## config.mk

```make
export PLATFORM = sky130hd
export DESIGN_NAME = jpeg_dma_pp
export DESIGN_NICKNAME = d
export VERILOG_FILES = /design/src/rtl/jpeg_dma_pp.sv
export SDC_FILE = /design/constraint.sdc
export NUM_CORES = 1
export LEC_CHECK = 0
export ABC_AREA = 1
export BUFFER_PORTS_ARGS = -buffer_cell sky130_fd_sc_hd__buf_2
export CELL_PAD_IN_SITES_DETAIL_PLACEMENT = 1
export CELL_PAD_IN_SITES_GLOBAL_PLACEMENT = 2
export CORE_UTILIZATION = 32
export DETAILED_ROUTE_END_ITERATION = 12
export HOLD_SLACK_MARGIN = 0.08
export PLACE_DENSITY = 0.88
export SKIP_LAST_GASP = 1
export SYNTH_ARGS = -nofsm -noshare
export SYNTH_HDL_FRONTEND = slang
export SYNTH_SLANG_ARGS = --single-unit
```

## constraint.sdc

```tcl
create_clock -name clk_i -period 2.7 [get_ports clk_i]
set_input_delay 0.54 -clock clk_i [delete_from_list [all_inputs] [get_ports clk_i]]
set_output_delay 0.54 -clock clk_i [all_outputs]
set_load 0.05 [all_outputs]
```

## src/rtl/jpeg_dma_pp.sv

```systemverilog
// jpeg_dma_pp: Wishbone classic master that fetches BLK_W x BLK_W byte-pixel
// blocks from a raster image into a two-bank (ping-pong) DCT input BRAM and
// launches the DCT on every filled bank.
//
// Ports:
//   clk_i, rst_i           clock, synchronous active-high reset
//   dmaen_i, wb_adr_i,     CPU slave register port (adr[4:2] selects register,
//   wb_dat_i, wb_we_i,     read data is combinational)
//   wb_dat_o
//   wbm_*                  Wishbone master read port (always word reads)
//   bram_data_o/addr_o/we_o  DCT input BRAM write port, address {bank, word}
//   start_dct_o, dct_bank_o, dct_busy_i  DCT launch handshake
module jpeg_dma_pp #(
    parameter  int BLK_W    = 8,
    parameter  int PITCH_W  = 16,
    parameter  int BLKCNT_W = 8,
    localparam int WPB      = BLK_W * BLK_W / 4,
    localparam int BA_W     = $clog2(WPB) + 1
) (
    input  logic            clk_i,
    input  logic            rst_i,
    input  logic            dmaen_i,
    input  logic [31:0]     wb_adr_i,
    input  logic [31:0]     wb_dat_i,
    input  logic            wb_we_i,
    output logic [31:0]     wb_dat_o,
    output logic [31:0]     wbm_adr_o,
    input  logic [31:0]     wbm_dat_i,
    output logic            wbm_cyc_o,
    output logic            wbm_stb_o,
    output logic            wbm_we_o,
    output logic [3:0]      wbm_sel_o,
    input  logic            wbm_ack_i,
    input  logic            wbm_err_i,
    output logic [31:0]     bram_data_o,
    output logic [BA_W-1:0] bram_addr_o,
    output logic            bram_we_o,
    output logic            start_dct_o,
    output logic            dct_bank_o,
    input  logic            dct_busy_i
);
    localparam int WI_W = $clog2(WPB);
    localparam int COLS = BLK_W / 4;
    localparam int BSH  = $clog2(BLK_W);

    typedef enum logic [2:0] {
        S_IDLE, S_FETCH, S_RELEASE, S_WAITNEXT, S_WAITBANK, S_FLUSH
    } state_t;

    state_t              state_q;
    logic [31:0]         src_q;
    logic [PITCH_W-1:0]  pitch_q;
    logic [BLKCNT_W-1:0] endx_q, endy_q, bx_q, by_q;
    // Address is kept as a chain of origins: block-row, block, pixel row, word.
    logic [31:0]         yorg_q, borg_q, row_q, addr_q;
    logic [WI_W-1:0]     widx_q;
    logic                cyc_q, fill_q, auto_q, error_q, done_q, fend_q;
    logic                act_q, start_q, dbank_q, nptr_q;
    logic [1:0]          full_q;
    logic [15:0]         cnt_q;

    logic [31:0]         yorg_d, borg_d, row_d, addr_d;
    logic [BLKCNT_W-1:0] bx_d, by_d;

    logic [2:0]  sel;
    logic        reg_wr, ctrl_wr, c_start, c_next, c_abort;
    logic        col_last, blk_last, frame_last;
    logic        ack_ok, bus_err, dct_done, launch, other_bank;
    logic [1:0]  freeing, bank_free;
    logic [31:0] pitch32, pblk32, blkw32;
    logic        unused_adr;

    assign sel     = wb_adr_i[4:2];
    assign reg_wr  = dmaen_i & wb_we_i;
    assign ctrl_wr = reg_wr & (sel == 3'd4);
    assign c_start = ctrl_wr & wb_dat_i[0];
    assign c_next  = ctrl_wr & wb_dat_i[1];
    assign c_abort = ctrl_wr & wb_dat_i[3];
    assign unused_adr = ^{wb_adr_i[31:5], wb_adr_i[1:0]};

    assign col_last   = (widx_q & WI_W'(COLS - 1)) == WI_W'(COLS - 1);
    assign blk_last   = (widx_q == WI_W'(WPB - 1));
    assign frame_last = blk_last & (bx_q == endx_q) & (by_q == endy_q);

    // An error outranks a simultaneous ack, and an abort suppresses the write too.
    assign ack_ok  = (state_q == S_FETCH) & cyc_q & wbm_ack_i & ~wbm_err_i & ~c_abort;
    assign bus_err = (state_q == S_FETCH) & cyc_q & wbm_err_i;

    // DCT completion: busy low on any cycle after the launch pulse.
    assign dct_done   = act_q & ~start_q & ~dct_busy_i;
    assign freeing    = dct_done ? (dbank_q ? 2'b10 : 2'b01) : 2'b00;
    // A bank released by the DCT this very cycle is already usable by the FSM.
    assign bank_free  = ~full_q | freeing;
    assign other_bank = ~fill_q;
    // Banks are filled strictly alternately, so a toggling pointer is the
    // oldest-first order; it restarts at bank 0 with every frame.
    assign launch     = ~act_q & full_q[nptr_q];

    assign pitch32 = 32'(pitch_q);
    assign pblk32  = pitch32 << BSH;
    assign blkw32  = 32'(BLK_W);

    always_comb begin
        addr_d = addr_q + 32'd4;
        row_d  = row_q;
        borg_d = borg_q;
        yorg_d = yorg_q;
        bx_d   = bx_q;
        by_d   = by_q;
        if (col_last) begin
            if (!blk_last) begin
                row_d  = row_q + pitch32;
                addr_d = row_d;
            end else if (bx_q != endx_q) begin
                bx_d   = bx_q + BLKCNT_W'(1);
                borg_d = borg_q + blkw32;
                row_d  = borg_d;
                addr_d = borg_d;
            end else begin
                bx_d   = '0;
                by_d   = by_q + BLKCNT_W'(1);
                yorg_d = yorg_q + pblk32;
                borg_d = yorg_d;
                row_d  = yorg_d;
                addr_d = yorg_d;
            end
        end
    end

    always_ff @(posedge clk_i) begin
        if (rst_i) begin
            state_q <= S_IDLE;
            src_q   <= '0;
            pitch_q <= '0;
            endx_q  <= '0;
            endy_q  <= '0;
            bx_q    <= '0;
            by_q    <= '0;
            yorg_q  <= '0;
            borg_q  <= '0;
            row_q   <= '0;
            addr_q  <= '0;
            widx_q  <= '0;
            cyc_q   <= 1'b0;
            fill_q  <= 1'b0;
            auto_q  <= 1'b0;
            error_q <= 1'b0;
            done_q  <= 1'b0;
            fend_q  <= 1'b0;
            act_q   <= 1'b0;
            start_q <= 1'b0;
            dbank_q <= 1'b0;
            nptr_q  <= 1'b0;
            full_q  <= 2'b00;
            cnt_q   <= '0;
        end else begin
            if (reg_wr) begin
                case (sel)
                    3'd0:    src_q   <= wb_dat_i;
                    3'd1:    pitch_q <= wb_dat_i[PITCH_W-1:0];
                    3'd2:    endx_q  <= wb_dat_i[BLKCNT_W-1:0];
                    3'd3:    endy_q  <= wb_dat_i[BLKCNT_W-1:0];
                    3'd4:    auto_q  <= wb_dat_i[2];
                    default: ;
                endcase
            end

            if (((state_q != S_IDLE) || act_q) && (cnt_q != 16'hFFFF))
                cnt_q <= cnt_q + 16'd1;

            start_q <= 1'b0;
            if (dct_done) begin
                act_q           <= 1'b0;
                full_q[dbank_q] <= 1'b0;
            end
            if (launch) begin
                start_q <= 1'b1;
                dbank_q <= nptr_q;
                nptr_q  <= ~nptr_q;
                act_q   <= 1'b1;
            end

            case (state_q)
                S_IDLE: begin
                    if (c_start) begin
                        error_q <= 1'b0;
                        done_q  <= 1'b0;
                        cnt_q   <= '0;
                        full_q  <= 2'b00;
                        fill_q  <= 1'b0;
                        nptr_q  <= 1'b0;
                        widx_q  <= '0;
                        bx_q    <= '0;
                        by_q    <= '0;
                        yorg_q  <= src_q;
                        borg_q  <= src_q;
                        row_q   <= src_q;
                        addr_q  <= src_q;
                        fend_q  <= 1'b0;
                        cyc_q   <= 1'b1;
                        state_q <= S_FETCH;
                    end
                end
                S_FETCH: begin
                    if (ack_ok) begin
                        widx_q <= widx_q + WI_W'(1);
                        addr_q <= addr_d;
                        row_q  <= row_d;
                        borg_q <= borg_d;
                        yorg_q <= yorg_d;
                        bx_q   <= bx_d;
                        by_q   <= by_d;
                        if (blk_last) begin
                            full_q[fill_q] <= 1'b1;
                            cyc_q          <= 1'b0;
                            fend_q         <= frame_last;
                            state_q        <= S_RELEASE;
                        end
                    end
                end
                S_RELEASE: begin
                    if (fend_q) begin
                        state_q <= S_FLUSH;
                    end else if (!auto_q) begin
                        state_q <= S_WAITNEXT;
                    end else begin
                        fill_q <= other_bank;
                        if (bank_free[other_bank]) begin
                            cyc_q   <= 1'b1;
                            state_q <= S_FETCH;
                        end else begin
                            state_q <= S_WAITBANK;
                        end
                    end
                end
                S_WAITNEXT: begin
                    if (c_next && !auto_q) begin
                        fill_q <= other_bank;
                        if (bank_free[other_bank]) begin
                            cyc_q   <= 1'b1;
                            state_q <= S_FETCH;
                        end else begin
                            state_q <= S_WAITBANK;
                        end
                    end
                end
                S_WAITBANK: begin
                    if (bank_free[fill_q]) begin
                        cyc_q   <= 1'b1;
                        state_q <= S_FETCH;
                    end
                end
                S_FLUSH: begin
                    if ((full_q == 2'b00) && !act_q) begin
                        done_q  <= 1'b1;
                        state_q <= S_IDLE;
                    end
                end
                default: state_q <= S_IDLE;
            endcase

            // Abort and bus error tear everything down, including a launch
            // that would otherwise fire this cycle.
            if (c_abort || bus_err) begin
                state_q <= S_IDLE;
                cyc_q   <= 1'b0;
                full_q  <= 2'b00;
                act_q   <= 1'b0;
                start_q <= 1'b0;
                error_q <= error_q | bus_err;
            end
        end
    end

    logic dct_ready, running;
    assign running   = (state_q != S_IDLE);
    assign dct_ready = ~auto_q & (state_q == S_WAITNEXT) & ~act_q;

    always_comb begin
        wb_dat_o = '0;
        case (sel)
            3'd0: wb_dat_o = src_q;
            3'd1: wb_dat_o = 32'(pitch_q);
            3'd2: wb_dat_o = 32'(endx_q);
            3'd3: wb_dat_o = 32'(endy_q);
            3'd4: wb_dat_o = {cnt_q, 8'(by_q), 2'b00, done_q, error_q, auto_q,
                              |full_q, dct_ready, running};
            default: wb_dat_o = '0;
        endcase
    end

    assign wbm_adr_o   = addr_q;
    assign wbm_cyc_o   = cyc_q;
    assign wbm_stb_o   = cyc_q;
    assign wbm_we_o    = 1'b0;
    assign wbm_sel_o   = 4'hF;
    assign bram_data_o = wbm_dat_i;
    assign bram_addr_o = {fill_q, widx_q};
    assign bram_we_o   = ack_ok;
    assign start_dct_o = start_q;
    assign dct_bank_o  = dbank_q;
endmodule

```

==> results list, run 1 <==
- Average footprint of a synthesized cell: ~6.2 um^2
* Transition time at the pin with the least slew margin: 0.673 ns
* CP max FO: 8
* Class of the worst hold path: primary input to flip-flop
- For this block, the routed nets add up to about 76 mm of wire.
* Post-route worst setup slack: 0.0365 ns
- The cell area that synthesis handed to floorplanning was roughly 17000 um^2.
- Vertical die dimension: approximately 230 um
- In this run the tool buffered the top-level ports with roughly 120 buffer cells.
- Average detailed-routed wire length per instance: around 22 um
- Violation count after the first detailed-routing iteration: around 1300
* Proportion of layout cells with a drive suffix above 1: a little under an eighth
- Total congestion overflow after global routing: 0
- In this run the critical register-to-register path is launched from pitch_q[5].
- Overall via count from detail_route: roughly 19000
- The synthesized design contains 243 register bits.
* DR vias/cell: between 5 and 6
- Total I/O pin count: about 210
* Initial antenna violation count: 1
- The critical path is of the flip-flop to output port type.
- Setup repair after global routing could not meet its margin everywhere.
* Max VDD drop: ~0.45 mV
* Share of the clock period used by the worst path after layout: just under 100%
* # H-tree levels: 1
- Data on the critical path is required at its endpoint by between 2 and 2.5 ns.
* Total number of yosys warnings: 0
- Max-cap viol count: 0
- Wire length of the first global-routing pass: between 100 and 150 mm
- The clock arrives with about 0.013 ns of skew.
- The finished layout holds 3455 standard cells, fillers aside.
* Post-DP Area: about 18000 um^2
* Final hold slack: between 0.2 and 0.25 ns
* Endpoint of the worst setup timing path: wb_dat_o[0]
- Core Rows: slightly above 80
* Pleak: roughly 8.3 nW
* Launch point of the worst hold path: wb_dat_i[2]
- Area fraction of the dominant cell type after synthesis: 29.4%
* DP Wirelength: roughly 59 mm
- Final period demand of the worst path: roughly 2.7 ns
* # placed instances: between 3000 and 4000
- In this run the deepest clock path goes through 3 buffers.
* Number of inserted diodes: 0
- After synthesis, the share of flip-flops with an asynchronous set or reset is 0%.
* Count of pins over their slew limit: 0
- Final Util: a little under two fifths
- The die is about 230 um wide.
- For this configuration, the core starts out at a cell density of between 30 and 40%.
- In this run the standard cell core region covers 51200 um^2.
- The synthesized design spends more area on one cell type than any other, namely sky130_fd_sc_hd__dfxtp_1.
- The run finished with clean final reports.
- Die ar.: 52700 um^2
- # clock sinks: 243
- Among all flip-flop cells after synthesis, the most frequent one is sky130_fd_sc_hd__dfxtp_1.
- Headroom to the max-slew limit came out at between 50% and 60%.
* Setup-violating endpoint count in the final report: 0
- Critical Path Start: state_q[0]
- Power after layout: approximately 12 mW
* Vias in the first global route: approximately 19000
* Pin count of the biggest net entering global routing: a little over 80
- Relative area change from synthesis to final layout: 16.9%
- Number of buffers created by CTS: 31
- Routability-driven placement finished with a final weighted congestion of about 0.95.
- Clock slew at reported path FFs: 0.06 ns
- Area of all placed cells without fillers: ~19000 um^2
- The count of nets left with antenna violations once routing finished came out at 0.
- Sort of element at the start of the critical path: flip-flop
- Summed over all failing endpoints, the final setup total negative slack is 0 ns.
- Post-synthesis sequential area ratio: 29.4%
* NumNets Final: between 2000 and 3000
- The final number of hold-violating endpoints is 0.
- In the routed design, unresolved DRC markers number 0.
- CTS root buffer: sky130_fd_sc_hd__clkbuf_16
- Worst-skew pair later-pin latency: ~0.61 ns
- The first TritonRoute pass finished after 6 iterations.
* Worst r2r dst: wbm_adr_o[26]
- R2R Setup Slk: 0.14 ns
- The worst register-to-register path has a depth of 14.
- Yosys instantiated no cell more often than sky130_fd_sc_hd__nand2_1.
- Most used standard cells in the synthesized netlist: 673 x sky130_fd_sc_hd__nand2_1, 299 x sky130_fd_sc_hd__inv_1, 243 x sky130_fd_sc_hd__dfxtp_1
* Cell types occupying the most area after synthesis: sky130_fd_sc_hd__dfxtp_1 29%, sky130_fd_sc_hd__nand2_1 15%, sky130_fd_sc_hd__inv_1 6.8%
- TritonCTS built the clock tree.
* Mapped Cells: between 2000 and 3000
- Data arrival at the endpoint of the critical path: about 2.1 ns
* Number of enable flip-flop cells after synthesis: 0
* Areal power density over the cells: roughly 630 nW/um^2
- Global routing consumed, over all layers together, 28.0% of the routing resources.
- In this run, distinct cell masters in the synthesized netlist total 56.
- Pre-CTS worst setup slack: about 0.03 ns
- CP endpoint kind: output port
- Achievable frequency: 375 MHz
==> worst min-delay path by stage <==
stage	endpoint	slack [ns]	cells after the start
after floorplan	borg_q[2]	0.43	2
final	src_q[2]	0.22	3
after global routing	src_q[2]	0.23	3
after CTS	src_q[31]	0.21	3
after global placement	borg_q[2]	0.44	2
after detailed placement	borg_q[2]	0.45	2
==> registers in the layout, indices dropped and copies added, names as in the netlist, 2 cells and up <==
name / count
widx_q: 4
borg_q: 32
endy_q: 8
state_q: 3
bx_q: 8
wbm_adr_o: 32
cnt_q: 16
yorg_q: 32
row_q: 32
pitch_q: 16
endx_q: 8
full_q: 2
by_q: 8
src_q: 32
==> cells by family (layout without fill, tap and decap cells) <==
logic type      Yosys count  after routing  synth area share [%]
fa+ha+maj                40             40                  3.11
flops                   243            243                  29.4
mux                       2              2                 0.121
buf+inv                 449            567                  11.3
other cells               2              5                0.0453
xor+xnor                 85             85                  4.49
simple gates           1270           1270                  32.7
compound gates          563            563                  18.9
==> area by class of cell <==
| class | count | area, um^2 |
|---|---|---|
| clock buffer | 38 | 842 |
| clock inverter | 18 | 267 |
| fill | 6697 | 31800 |
| inverter | 311 | 1170 |
| multi-input combinational | 1965 | 9960 |
| sequential | 243 | 4880 |
| tap | 680 | 851 |
| timing repair buffer | 200 | 1400 |
==> repair_timing <==
action                     CTS  global route
hold buffers                 0             0
resized for setup            6            35
setup endpoints to repair    3            50
pin swaps                    1             2
buffers inserted             2             1
==> routing by layer <==
| layer | vias to the layer above | share of wire (%) | GRT usage (%) |
|---|---|---|---|
| met2 | 565 | 47 | 47.8 |
| met5 | - | 0 | 0 |
| met3 | 126 | 5.0 | 2.84 |
| met4 | 0 | 3.7 | 10.2 |
| met1 | 9367 | 45 | 36.4 |
| li1 | 8951 | - | - |
==> placed cells by master, fill, tap and decap left out, types with 9 or more instances in the layout <==
master | netlist | layout
sky130_fd_sc_hd__nand3b_1 | 16 | 16
sky130_fd_sc_hd__o21ai_1 | 15 | 21
sky130_fd_sc_hd__buf_12 | 0 | 12
sky130_fd_sc_hd__a211oi_1 | 20 | 20
sky130_fd_sc_hd__o221ai_1 | 9 | 9
sky130_fd_sc_hd__nand2_1 | 673 | 668
sky130_fd_sc_hd__nand3_1 | 207 | 203
sky130_fd_sc_hd__a21oi_1 | 208 | 207
sky130_fd_sc_hd__inv_2 | 10 | 10
sky130_fd_sc_hd__clkbuf_16 | 0 | 31
sky130_fd_sc_hd__xor2_1 | 50 | 50
sky130_fd_sc_hd__nor2_2 | 4 | 9
sky130_fd_sc_hd__inv_1 | 299 | 298
sky130_fd_sc_hd__nor2_1 | 235 | 228
sky130_fd_sc_hd__nor3_1 | 66 | 65
sky130_fd_sc_hd__a31oi_1 | 42 | 42
sky130_fd_sc_hd__ha_1 | 38 | 35
sky130_fd_sc_hd__o211ai_1 | 14 | 14
sky130_fd_sc_hd__nand4_1 | 39 | 39
sky130_fd_sc_hd__xnor2_1 | 35 | 35
sky130_fd_sc_hd__buf_2 | 20 | 112
sky130_fd_sc_hd__o22ai_1 | 16 | 16
sky130_fd_sc_hd__buf_4 | 42 | 74
sky130_fd_sc_hd__dfxtp_1 | 243 | 233
sky130_fd_sc_hd__dfxtp_2 | 0 | 9
sky130_fd_sc_hd__nor4_1 | 11 | 11
sky130_fd_sc_hd__o21ai_0 | 207 | 200
==> report_power, final <==
group	internal (mW)	switching [mW]	total, mW
sequential	3.96	0.454	4.42
clock	2.79	1.81	4.60
combinational	0.945	2.21	3.16
total	7.69	4.48	12.2
==> worst max-delay path: stages, from the launching register on <==
cell	delay [ns]
sky130_fd_sc_hd__dfxtp_1	0.36
sky130_fd_sc_hd__nor2_2	0.15
sky130_fd_sc_hd__inv_1	0.13
sky130_fd_sc_hd__nor2_4	0.16
sky130_fd_sc_hd__inv_2	0.14
sky130_fd_sc_hd__a22oi_2	0.17
sky130_fd_sc_hd__o2111ai_1	0.17
sky130_fd_sc_hd__buf_4	0.23
Note: power is estimated with default switching activity, not from simulation.
==> inputs of run 2 (changes only) <==
--- a/config.mk
+++ b/config.mk
@@ -13,6 +13,7 @@
 export DETAILED_ROUTE_END_ITERATION = 12
 export HOLD_SLACK_MARGIN = 0.08
 export PLACE_DENSITY = 0.88
+export SKIP_CTS_REPAIR_TIMING = 1
 export SKIP_LAST_GASP = 1
 export SYNTH_ARGS = -nofsm -noshare
 export SYNTH_HDL_FRONTEND = slang
==> constraint.sdc (replaced) <==
create_clock -name clk_i -period 2.7 [get_ports clk_i]
set_input_delay 0.54 -clock clk_i [delete_from_list [all_inputs] [get_ports clk_i]]
set_output_delay 0.54 -clock clk_i [all_outputs]
set_load 0.1 [all_outputs]
==> results list, run 2 (synthesis results as in run 1) <==
- Result of the run: completed (unchanged).
* Wire length after detailed routing: 76.1 mm (was 75.6 mm)
- Overall via count from detail_route: 19000 (about the same)
- The total I/O pin count came to 214 (unchanged).
- The DRC violations left was 0 (unchanged).
- The starting density of the core came to 32.4% (unchanged).
* Data arrival at the endpoint of the critical path: 2.09 ns (was 2.12 ns)
- The required time of the critical path came to 2.16 ns (about the same).
- The worst voltage drop across the vdd grid was 0.597 mV (was 0.450 mV).
- Core Rows: 83 (unchanged)
- The smallest setup slack after layout is 0.0724 ns (was 0.0365 ns).
* Clock slew at reported path FFs: 0.06 ns (about the same)
- Wire length of the first global-routing pass: 116 mm (was 114 mm)
- The endpoint class of the critical path is an output port (unchanged).
- Headroom to the max-slew limit: 51.2% (was 55.1%)
- The TritonCTS clock tree is built (unchanged).
* Non-filler cells, final: 3473 (was 3455)
- Count of TritonRoute iterations in the first routing pass: 5 (was 6)
* Pre-CTS worst setup slack: 0.0712 ns (was 0.0306 ns)
- The power per cell area was 599 nW/um^2 (was 629 nW/um^2).
* Vertical die dimension: 230 um (unchanged)
- Buffers plus inverters on the worst setup path: 2 (was 3)
* CP max FO: 7 (was 8)
- CTS root buffer: sky130_fd_sc_hd__clkbuf_16 (unchanged)
- Proportion of layout cells with a drive suffix above 1: 12.6% (was 11.4%)
- Pin count of the biggest net entering global routing: 71 (was 82)
* Class of the worst hold path: primary input to flip-flop (unchanged)
- # clock sinks: 243 (unchanged)
* Final period demand of the worst path: 2.63 ns (was 2.66 ns)
- The detailed-placement wirelength estimate was 59.2 mm (was 59.3 mm).
- The maximum clock rate was 381 MHz (was 375 MHz).
* Vias in the first global route: 19500 (was 19200)
* Core area: 51200 um^2 (unchanged)
- The final-report setup violation count is 0 (unchanged).
* Total of buffers placed on input and output ports: 115 (unchanged)
- The maximum buffer depth of the clock tree came to 3 (unchanged).
- Worst-skew pair later-pin latency: 0.61 ns (about the same)
- The aggregate global-route resource usage was 28.5% (was 28.0%).
* Number of buffers created by CTS: 31 (unchanged)
- The library cell contributing the largest single delay on the critical path was sky130_fd_sc_hd__dfxtp_1 (unchanged).
* Crit path cell chain: nand2_1, nor2_4, nand3_1, nor2_1, nand2_1, inv_2, buf_6 (was nor2_2, inv_1, nor2_4, inv_2, a22oi_2, o2111ai_1, buf_4)
- Die ar.: 52700 um^2 (unchanged)
- Commonest non-fill, non-tap cell in the layout: sky130_fd_sc_hd__nand2_1 (unchanged)
- The final number of hold-violating endpoints was 0 (unchanged).
- Most frequent CP cell: sky130_fd_sc_hd__nand2_1
* Share of the clock period used by the worst path after layout: 97.3% (was 98.6%)
- The source of the critical timing path was state_q[0] (unchanged).
* Max-cap viol count: 0 (unchanged)
- The family with the most delay on the worst path is simple AND/OR/NAND/NOR gates (was buffers and inverters).
- Pleak: 8.43 nW (was 8.27 nW)
- Final clock skew: 0.0157 ns (was 0.0133 ns)
- The level count of the clock H-tree came to 1 (unchanged).
* Launch point of the worst hold path: wb_dat_i[26] (was wb_dat_i[2])
- The routability congestion estimate from global placement is 1.01 (was 0.946).
- X dimension of the die: 230 um (unchanged)
- The final routed wire length divided by cell count is 21.9 um (about the same).
- Initial antenna violation count: 0 (was 1)
* R2r startpoint: pitch_q[5] (unchanged)
* Antenna viol nets, final: 0 (unchanged)
- NumNets Final: 2912 (was 2895)
- The total inserted antenna cells came to 0 (unchanged).
* Violation count after the first detailed-routing iteration: 1311 (was 1334)
* Transition time at the pin with the least slew margin: 0.724 ns (was 0.673 ns)
* Most frequent cells in the layout: 667 x sky130_fd_sc_hd__nand2_1, 297 x sky130_fd_sc_hd__inv_1, 237 x sky130_fd_sc_hd__dfxtp_1 (was 668 x sky130_fd_sc_hd__nand2_1, 298 x sky130_fd_sc_hd__inv_1, 233 x sky130_fd_sc_hd__dfxtp_1)
- The critical path class was flip-flop to output port (unchanged).
- R2R Setup Slk: 0.17 ns (was 0.14 ns)
- Setup repair after global routing missed its margin: yes (unchanged)
* Final hold slack: 0.217 ns (was 0.222 ns)
* Relative area change from synthesis to final layout: 21.0% (was 16.9%)
- Final Util: 39.2% (was 37.8%)
* Count of pins over their slew limit: 0 (unchanged)
- The detail-routed via count per cell is 5.47 (was 5.50).
* Total congestion overflow after global routing: 0 (unchanged)
* Sort of element at the start of the critical path: flip-flop (unchanged)
- The cell count after placement is 3409 (was 3396).
- Biggest cell delay along the critical path: 0.42 ns (was 0.36 ns)
[run 2: metrics by stage]
| stage | instance area [um^2] | total power, mW | setup TNS [ns] |
|---|---|---|---|
| after floorplan | 16800 | 6.64 | -7.85 |
| after global placement | 18900 | 7.59 | 0 |
| after detailed placement | 18900 | 7.69 | 0 |
| after CTS | 19900 | 12.0 | -0.560 |
| after global routing | 20000 | 12.5 | -0.0772 |
| final | 20000 | 12.0 | 0 |
[run 2: final cells by class]
type / instances / area (um^2)
tap: 680 / 851
sequential: 243 / 4870
timing repair buffer: 217 / 1970
multi-input combinational: 1965 / 10200
clock buffer: 40 / 860
clock inverter: 17 / 166
fill: 6699 / 31200
inverter: 311 / 1170
[run 2: report_power, final]
part	total (mW)	internal, mW	switching [mW]
Combinational	3.31	0.964	2.35
Sequential	4.41	3.96	0.444
Clock	4.30	2.44	1.85
Total	12.0	7.37	4.65
[run 2: final timing paths]
kind	end	depth (start not counted)
setup / recovery	bram_we_o	7
hold / removal	src_q[26]	3
setup reg to reg	wbm_adr_o[14]	12
hold reg to reg	borg_q[2]	2
[run 2: worst register-to-register path, stage by stage (launching register included)]
cell                       delay (ns)
sky130_fd_sc_hd__dfxtp_1         0.55
sky130_fd_sc_hd__ha_1            0.35
sky130_fd_sc_hd__nand2_1         0.11
sky130_fd_sc_hd__inv_1           0.06
sky130_fd_sc_hd__nand2_1         0.06
sky130_fd_sc_hd__nand2_1         0.05
sky130_fd_sc_hd__nand2_1         0.05
sky130_fd_sc_hd__nand3_1         0.23
sky130_fd_sc_hd__xnor2_1         0.38
sky130_fd_sc_hd__nand2b_1        0.18
sky130_fd_sc_hd__nand3_1         0.16
sky130_fd_sc_hd__nand3_1         0.17
sky130_fd_sc_hd__a21oi_1         0.08
[run 2: routing by layer]
layer / wire length [um] / track usage (%)
met3: 3260 / 2.73
met4: 3440 / 11.7
met5: 0 / 0
met2: 35300 / 47.5
met1: 34200 / 37.4
==> inputs of run 3 (changes only) <==
--- a/config.mk
+++ b/config.mk
@@ -13,6 +13,7 @@
 export DETAILED_ROUTE_END_ITERATION = 12
 export HOLD_SLACK_MARGIN = 0.08
 export PLACE_DENSITY = 0.88
+export REMOVE_ABC_BUFFERS = 1
 export SKIP_CTS_REPAIR_TIMING = 1
 export SKIP_LAST_GASP = 1
 export SYNTH_ARGS = -nofsm -noshare
==> results list, run 3 (synthesis results as in run 1) <==
- # clock sinks: 243 (unchanged)
- Most frequent cells in the layout: 663 x sky130_fd_sc_hd__nand2_1, 297 x sky130_fd_sc_hd__inv_1, 238 x sky130_fd_sc_hd__dfxtp_1 (was 667 x sky130_fd_sc_hd__nand2_1, 297 x sky130_fd_sc_hd__inv_1, 237 x sky130_fd_sc_hd__dfxtp_1).
* Power after layout: 12.3 mW (was 12.0 mW)
* Biggest cell delay along the critical path: 0.49 ns (was 0.42 ns)
- The detailed-placement wirelength estimate came to 61.5 mm (was 59.2 mm).
* Final period demand of the worst path: 2.61 ns (was 2.63 ns)
- The setup TNS after final layout is 0 ns (unchanged).
* Core area: 51200 um^2 (unchanged)
- Transition time at the pin with the least slew margin: 0.691 ns (was 0.724 ns)
- Class of the worst hold path: primary input to flip-flop (unchanged)
- CP max FO: 5 (was 7)
* CTS root buffer: sky130_fd_sc_hd__clkbuf_16 (unchanged)
* Initial antenna violation count: 0 (unchanged)
- Fillers: 6670 (was 6699)
- The wire length on met3 was 4.54 mm (was 3.26 mm).
* Count of TritonRoute iterations in the first routing pass: 5 (unchanged)
- The area added between synthesis and finish was 19.7% (was 21.0%).
- Number of inserted diodes: 0 (unchanged)
* Total of buffers placed on input and output ports: 115 (unchanged)
- The highest routed metal layer was met5 (was met4).
* Post-DP Area: 18600 um^2 (was 18900 um^2)
- Setup repair after global routing missed its margin: yes (unchanged)
- The total I/O pin count was 214 (unchanged).
* Hold violation total from the final report: 0 (unchanged)
* R2r startpoint: pitch_q[4] (was pitch_q[5])
* Areal power density over the cells: 621 nW/um^2 (was 599 nW/um^2)
* Setup-violating endpoint count in the final report: 0 (unchanged)
* Final clock skew: 0.0258 ns (was 0.0157 ns)
- Proportion of layout cells with a drive suffix above 1: 11.6% (was 12.6%)
* Number of buffers created by CTS: 31 (unchanged)
* Overall via count from detail_route: 19100 (was 19000)
- Routed length on met1: 34.4 mm (was 34.2 mm)
- Share of the clock period used by the worst path after layout: 96.8% (was 97.3%)
- # H-tree levels: 1 (unchanged)
* Pleak: 8.35 nW (was 8.43 nW)
* Clk buf depth: 3 (unchanged)
- Clock tree from TritonCTS: built (unchanged)
* Vertical die dimension: 230 um (unchanged)
* Endpoint of the worst setup timing path: wb_dat_o[1] (was bram_we_o)
- Number of instances on the worst hold path: 3 (unchanged)
- The smallest setup slack after layout came to 0.0872 ns (was 0.0724 ns).
* Gp weighted congestion: 0.971 (was 1.01)
* Headroom to the max-slew limit: 53.9% (was 51.2%)
- Total congestion overflow after global routing: 0 (unchanged)
* Vias in the first global route: 19400 (was 19500)
- Critical Path Start: state_q[0] (unchanged)
- Worst r2r dst: row_q[15] (was wbm_adr_o[14])
- The worst voltage drop across the vdd grid was 0.529 mV (was 0.597 mV).
* Pin count of the biggest net entering global routing: 59 (was 71)
- The cell count of the worst reg-to-reg path came to 13 (was 12).
* Wire length after detailed routing: 77.9 mm (was 76.1 mm)
- Violation count after the first detailed-routing iteration: 1309 (was 1311)
- The post-detailed-route count of antenna-violating nets came to 0 (unchanged).
* Pre-CTS worst setup slack: 0.0872 ns (was 0.0712 ns)
- Result of the run: completed (unchanged)
* Setup CP Type: flip-flop to output port (unchanged)
- Count of pins over their slew limit: 0 (unchanged)
- Crit path cell chain: nand2_1, nor2_1, inv_1, o41ai_1, buf_12 (was nand2_1, nor2_4, nand3_1, nor2_1, nand2_1, inv_2, buf_6)
* Wire length of the first global-routing pass: 118 mm (was 116 mm)
- The detail-routed via count per cell came to 5.51 (was 5.47).
- The area of all placed cells without fillers came to 19800 um^2 (was 20000 um^2).
* Average detailed-routed wire length per instance: 22.5 um (was 21.9 um)
- The net count reported at finish is 2899 (was 2912).
- The most common cell after layout, fill and taps aside is sky130_fd_sc_hd__nand2_1 (unchanged).
- The final standard cell utilization of the core came to 38.7% (was 39.2%).
- The die footprint was 52700 um^2 (unchanged).
- The total of max-cap violations was 0 (unchanged).
* Worst Path Required: 2.16 ns (about the same)
* GRT Total Usage: 29.1% (was 28.5%)
- Achievable frequency: 383 MHz (was 381 MHz)
- The launching element type of the critical path is a flip-flop (unchanged).
* Met2 routed WL: 35.7 mm (was 35.3 mm)
- The setup slack of the worst register-to-register path was 0.10 ns (was 0.17 ns).
- X dimension of the die: 230 um (unchanged)
- The critical path data arrival time came to 2.07 ns (was 2.09 ns).
- Initial standard-cell utilization of the core: 32.4% (unchanged)
* Core Rows: 83 (unchanged)
- CP endpoint kind: output port (unchanged)
- The insertion delay of the later-clocked pin in the worst-skew pair is 0.60 ns (was 0.61 ns).
- Cell at the slowest stage of the critical path: sky130_fd_sc_hd__o41ai_1 (was sky130_fd_sc_hd__dfxtp_1)
* Clock slew at reported path FFs: 0.06 ns (about the same)
- The DRC violations left is 0 (unchanged).
[run 3: cell types whose count changed in the layout (fill, tap and decap cells not counted), moves of 5 or more]
cell,delta
sky130_fd_sc_hd__buf_4,-12
sky130_fd_sc_hd__clkinv_2,-5
sky130_fd_sc_hd__o221ai_1,+5
sky130_fd_sc_hd__o221ai_2,-5
sky130_fd_sc_hd__o22ai_1,+11
sky130_fd_sc_hd__o22ai_4,-10
[run 3: worst max-delay path: cells and delay by family (launching register included)]
kind / cells / cell delay, ns
buffers and inverters: 2 / 0.36
AO/OA/AOI/OAI: 1 / 0.49
AND/OR/NAND/NOR: 2 / 0.20
flip-flops: 1 / 0.45
[run 3: layout make-up]
class	count	area, um^2	share of cell area (%)
Clock buffer	44	885	4.46
Clock inverter	12	215	1.09
Inverter	311	1170	5.90
Multi-Input combinational cell	1965	9980	50.3
Sequential cell	243	4870	24.6
Tap cell	680	851	4.29
Timing Repair Buffer	204	1860	9.36
[run 3: stage by stage]
stage	hold WS, ns	cells
floorplan	0.432	2519
global placement	0.442	3402
detailed placement	0.466	3402
CTS	0.212	3458
global route	0.246	3459
finish	0.231	3459
[run 3: worst min path at each step]
stage	startpoint	slack, ns	endpoint
after detailed placement	row_q[0]	0.47	row_q[0]
after global placement	borg_q[2]	0.44	borg_q[2]
final	wb_dat_i[14]	0.23	pitch_q[14]
after global routing	wb_dat_i[7]	0.25	endy_q[7]
after CTS	wb_dat_i[9]	0.21	pitch_q[9]
after floorplan	borg_q[2]	0.43	borg_q[2]
[run 3: power breakdown]
part	total, mW	internal (mW)	switching (mW)
Clock	4.60	2.83	1.77
Combinational	3.28	0.968	2.31
Sequential	4.42	3.96	0.461
[run 3: metal layers]
| metal | track usage, % | vias up |
|---|---|---|
| li1 | - | 8971 |
| met1 | 38.1 | 9326 |
| met2 | 47.8 | 627 |
| met3 | 4.36 | 128 |
| met4 | 10.9 | 4 |
| met5 | 1.65 | - |
